## config.mk

```make
export PLATFORM = sky130hd
export DESIGN_NAME = demux_1to2_pipe
export DESIGN_NICKNAME = d
export VERILOG_FILES = /design/src/rtl/demux_1to2_pipe_pkg.sv /design/src/rtl/demux_lane_fifo.sv /design/src/rtl/demux_1to2_pipe.sv
export SDC_FILE = /design/constraint.sdc
export NUM_CORES = 1
export LEC_CHECK = 0
export ABC_CLOCK_PERIOD_IN_PS = 2900
export CAP_MARGIN = 30
export CORE_MARGIN = 2
export CORE_UTILIZATION = 35
export DETAILED_ROUTE_END_ITERATION = 10
export PLACE_DENSITY = 0.56
export SLEW_MARGIN = 20
export SYNTH_ARGS = -nofsm -noshare
export SYNTH_HDL_FRONTEND = slang
export SYNTH_SLANG_ARGS = --single-unit
```

## constraint.sdc

```tcl
create_clock -name clk_i -period 2.9 [get_ports clk_i]
set_clock_uncertainty 0.1 [all_clocks]
set_input_delay 0.58 -clock clk_i [delete_from_list [all_inputs] [get_ports clk_i]]
set_output_delay 0.58 -clock clk_i [all_outputs]
set_load 0.02 [all_outputs]
```

## src/rtl/demux_1to2_pipe_pkg.sv

```systemverilog
// Shared constants for the 1-to-2 demultiplexer: lane encodings and default payload width.
package demux_1to2_pipe_pkg;

  localparam logic LANE0        = 1'b0;
  localparam logic LANE1        = 1'b1;
  localparam int   DEFAULT_SIZE = 32;

endpackage

```

## src/rtl/demux_lane_fifo.sv

```systemverilog
// Per-lane FIFO with registered empty/full flags; head reads as zero while empty.
module demux_lane_fifo
  import demux_1to2_pipe_pkg::*;
#(
  parameter int size  = DEFAULT_SIZE,
  parameter int DEPTH = 2
) (
  input  logic            clk,
  input  logic            rst,
  input  logic            push,
  input  logic            pop,
  input  logic [size-1:0] wdata,
  output logic [size-1:0] rdata,
  output logic            empty,
  output logic            full
);

  localparam int PTR_W = $clog2(DEPTH);
  localparam int OCC_W = $clog2(DEPTH) + 1;

  logic [size-1:0]  mem [DEPTH];
  logic [PTR_W-1:0] wr_ptr;
  logic [PTR_W-1:0] rd_ptr;
  logic [OCC_W-1:0] count;
  logic [OCC_W-1:0] count_next;
  logic             empty_q;
  logic             full_q;
  logic             do_push;
  logic             do_pop;

  assign do_push = push & ~full_q;
  assign do_pop  = pop & ~empty_q;

  always_comb begin
    count_next = count;
    if (do_push && !do_pop) begin
      count_next = count + OCC_W'(1);
    end else if (do_pop && !do_push) begin
      count_next = count - OCC_W'(1);
    end
  end

  // DEPTH is a power of two, so pointers wrap naturally at PTR_W bits.
  always_ff @(posedge clk or posedge rst) begin
    if (rst) begin
      wr_ptr  <= '0;
      rd_ptr  <= '0;
      count   <= '0;
      empty_q <= 1'b1;
      full_q  <= 1'b0;
    end else begin
      if (do_push) wr_ptr <= wr_ptr + PTR_W'(1);
      if (do_pop)  rd_ptr <= rd_ptr + PTR_W'(1);
      count   <= count_next;
      empty_q <= (count_next == '0);
      full_q  <= (count_next == OCC_W'(DEPTH));
    end
  end

  always_ff @(posedge clk) begin
    if (do_push) mem[wr_ptr] <= wdata;
  end

  assign rdata = empty_q ? '0 : mem[rd_ptr];
  assign empty = empty_q;
  assign full  = full_q;

endmodule

```

## src/rtl/demux_1to2_pipe.sv

```systemverilog
// Registered 1-to-2 demultiplexer: steers one valid/ready stream into two independently buffered lanes.
module demux_1to2_pipe
  import demux_1to2_pipe_pkg::*;
#(
  parameter int size  = DEFAULT_SIZE,
  parameter int DEPTH = 2,
  parameter int CNT_W = 8
) (
  input  logic             clk_i,
  input  logic             rst_i,
  input  logic [size-1:0]  data_i,
  input  logic             select_i,
  input  logic             valid_i,
  output logic             ready_o,
  output logic [size-1:0]  data0_o,
  output logic             valid0_o,
  input  logic             ready0_i,
  output logic [size-1:0]  data1_o,
  output logic             valid1_o,
  input  logic             ready1_i,
  output logic [CNT_W-1:0] cnt0_o,
  output logic [CNT_W-1:0] cnt1_o
);

  logic full0, full1;
  logic empty0, empty1;
  logic push0, push1;
  logic pop0, pop1;
  logic accept;

  // Only the selected lane's registered full flag gates acceptance; no path from consumer readies.
  assign ready_o = ~rst_i & ~((select_i == LANE1) ? full1 : full0);
  assign accept  = valid_i & ready_o;
  assign push0   = accept & (select_i == LANE0);
  assign push1   = accept & (select_i == LANE1);

  assign valid0_o = ~empty0;
  assign valid1_o = ~empty1;
  assign pop0     = valid0_o & ready0_i;
  assign pop1     = valid1_o & ready1_i;

  demux_lane_fifo #(.size(size), .DEPTH(DEPTH)) u_lane0 (
    .clk   (clk_i),
    .rst   (rst_i),
    .push  (push0),
    .pop   (pop0),
    .wdata (data_i),
    .rdata (data0_o),
    .empty (empty0),
    .full  (full0)
  );

  demux_lane_fifo #(.size(size), .DEPTH(DEPTH)) u_lane1 (
    .clk   (clk_i),
    .rst   (rst_i),
    .push  (push1),
    .pop   (pop1),
    .wdata (data_i),
    .rdata (data1_o),
    .empty (empty1),
    .full  (full1)
  );

  // Debug delivery counters wrap silently.
  always_ff @(posedge clk_i or posedge rst_i) begin
    if (rst_i) begin
      cnt0_o <= '0;
      cnt1_o <= '0;
    end else begin
      if (pop0) cnt0_o <= cnt0_o + CNT_W'(1);
      if (pop1) cnt1_o <= cnt1_o + CNT_W'(1);
    end
  end

endmodule

```

==> results.tsv <==
metric	value	unit
status	finished, final reports clean	
worst_ep_arrival_time	2.10	ns
drtIter0Drc	190	
starting_utilization_of_the_core_area	0.357	
achievable-frequency	359	MHz
drt-vias-per-instance	4.61	
buffers_inserted_by_post_cts_timing_repair	0	
synth_seq_area_share	0.739	
io_pins	121	
route.detailed.drc	0	
firstDrtPassIters	4	
grt_remaining_overflow	0	
antenna_violations_before_repair	1	
die_width	137	µm
cts_buffer_depth	2	
period_share	0.959	
area_delta_synth_final	35.6	%
overall_die_area	0.0186	mm²
yosys_register_bits	156	
global_route_wire_length_before_repair	20.3	mm
setup_repair_after_global_routing_missed_its_margin	false	
grt_max_degree	33	
place_hpwl	8.51	mm
rows	48	
total_power	8.16	mW
critical_path_class	reg -> out	
clkTransAtPathRegs	0.06	ns
route.final.wire_length	12.8	mm
core	0.0172	mm²
power.static_leakage	3.11	nW
worst_setup_path_end_kind	output port	
power-per-cell-area	979	mW/mm²
finalCoreUtilization	0.484	
startpoint_type	flip-flop	
post_route_cells_drive_above_1_share	0.113	
tritoncts.num_buffers	17	
gpl.final_weighted_congestion	0.753	
timing_hold_violations_final	0	
syn_inst	395	
slack_of_the_critical_path	0.118	ns
final.setup.tns	0	ns
dp_worst_setup_slack	0.290	ns
clock_insertion_delay_worst_skew	0.41	ns
timing.max_slew.rel_slack	0.687	
timing_max_transition_violations_final	0	
dieHeight	137	µm
portBuffers	120	
synthesis.area_per_instance	15.6	µm²
crit_required	2.22	ns
layout.cells.non_filler	766	
worst_hold_path_type	reg -> reg	
post_dp_cell_area	0.00775	mm²
fin_worst_hold_slack	0.366	ns
grt_use_total	0.148	
finalSetupViolations	0	
fill_cells	1456	
detail_route.wl_per_cell	16.7	µm
synthDistinctLibCells	32	
maxCapViolCount	0	
layout.nets	568	
most-common-layout-cells	sky130_fd_sc_hd__edfxtp_1, sky130_fd_sc_hd__clkdlybuf4s50_1, sky130_fd_sc_hd__nor2_1	
syn_nets	435	
layout.cell_area.non_filler	0.00834	mm²
final_common_cell	sky130_fd_sc_hd__edfxtp_1	
vdd.ir_drop.worst	0.540	mV
worst-slew-pin-transition	0.469	ns
dp_cells	734	
tritoncts	done	
clkSinkCount	156	
final_antenna_net_count	0	
synth.cell_area	0.00615	mm²
synth-warning-count	0	
worstPathMaxFanout	10	
via_count	3532	
final_worst_path_period_need	2.78	ns
cts_htree_levels	4	
first_global_vias	3791	
clock_tree.root_cell	sky130_fd_sc_hd__clkbuf_16	
[critical path, stage by stage (launching register included)]
cell and delay (ns):
sky130_fd_sc_hd__dfrtp_4 0.57, sky130_fd_sc_hd__buf_4 0.24, sky130_fd_sc_hd__mux2i_1 0.14, sky130_fd_sc_hd__nor2_1 0.10, sky130_fd_sc_hd__clkdlybuf4s50_1 0.64
[final timing paths]
| check | from | end | slack (ns) | cells past startpoint |
|---|---|---|---|---|
| max in group asynchronous | rst_i | cnt0_o[3]$_DFFE_PP0P_ | 1.54 | 4 |
| setup reg to reg | u_lane0.empty$_DFF_PP1_ | u_lane0.full$_DFF_PP0_ | 1.01 | 6 |
| hold / removal | cnt0_o[7]$_DFFE_PP0P_ | cnt0_o[7]$_DFFE_PP0P_ | 0.37 | 1 |
| hold reg to reg | cnt0_o[7]$_DFFE_PP0P_ | cnt0_o[7]$_DFFE_PP0P_ | 0.37 | 1 |
| setup / recovery | u_lane0.rd_ptr$_DFFE_PP0P_ | data0_o[27] | 0.12 | 4 |
| min in group asynchronous | rst_i | u_lane0.full$_DFF_PP0_ | 0.57 | 3 |
[registers in the layout, summed over array words and instances, names as in the netlist, 2 cells and up]
| signal | count |
|---|---|
| cnt0_o | 8 |
| cnt1_o | 8 |
| u_lane0.count | 2 |
| u_lane0.mem | 64 |
| u_lane1.count | 2 |
| u_lane1.mem | 64 |
[cell type report]
class,instances,area [µm²],area share
timing repair buffer,138,1420,0.170
antenna,1,2.50,0.000300
sequential,156,4550,0.546
tap,225,282,0.0338
multi-input combinational,212,1500,0.180
inverter,3,11.3,0.00135
clock inverter,13,144,0.0173
clock buffer,18,429,0.0515
[metal layers]
| layer | up-vias | wire length (µm) | GRT usage |
|---|---|---|---|
| met5 | - | 0 | 0 |
| met4 | 0 | 135 | 0.0469 |
| met3 | 10 | 841 | 0.0489 |
| met2 | 103 | 5830 | 0.218 |
| met1 | 1723 | 6020 | 0.208 |
| li1 | 1696 | - | - |
[report_power, final]
part / internal [mW] / leakage [nW] / switching, mW / total, mW
Clock: 1.27 / 0.269 / 0.857 / 2.12
Sequential: 2.73 / 1.50 / 0.309 / 3.04
Combinational: 1.45 / 1.34 / 1.56 / 3.00
[cell families after synthesis]
kind of cell    count (synthesis)  share of synthesized area
mux                            64                      0.104
flops                         156                      0.739
simple gates                  113                     0.0869
compound gates                  9                     0.0106
buf+inv                        27                     0.0195
xor+xnor                       24                     0.0354
fa+ha+maj                       2                    0.00407
[synth_stat cells, drive strengths merged]
| cell type | instances | area [µm²] |
|---|---|---|
| nand3 | 3 | 15.0 |
| nand4b | 2 | 17.5 |
| inv | 3 | 11.3 |
| nor3 | 4 | 20.0 |
| nand4 | 7 | 43.8 |
| mux2i | 64 | 641 |
| ha | 2 | 25.0 |
| o211ai | 2 | 15.0 |
| and2 | 2 | 12.5 |
| edfxtp | 128 | 3840 |
| a21o | 2 | 15.0 |
| nand2b | 2 | 12.5 |
| or4b | 1 | 13.8 |
| and3 | 3 | 18.8 |
| nor2 | 71 | 269 |
| a22o | 2 | 17.5 |
| clkbuf | 11 | 41.3 |
| and4bb | 1 | 12.5 |
| a211oi | 1 | 7.51 |
| a21oi | 2 | 10.0 |
| xor2 | 1 | 8.76 |
| buf | 13 | 67.6 |
| dfrtp | 26 | 651 |
| nor2b | 3 | 18.8 |
| xnor2 | 23 | 209 |
| nor4b | 1 | 23.8 |
| nand2 | 12 | 45.0 |
| nand4bb | 1 | 11.3 |
| dfstp | 2 | 52.6 |
[timing repair]
action | CTS | global route
hold endpoints to repair | 0 | 0
pin swaps | 0 | 0
setup endpoints to repair | 1 | 2
resized for setup | 1 | 2
gates cloned | 0 | 0
hold buffers | 0 | 0
(Power assumes the default switching activity.)
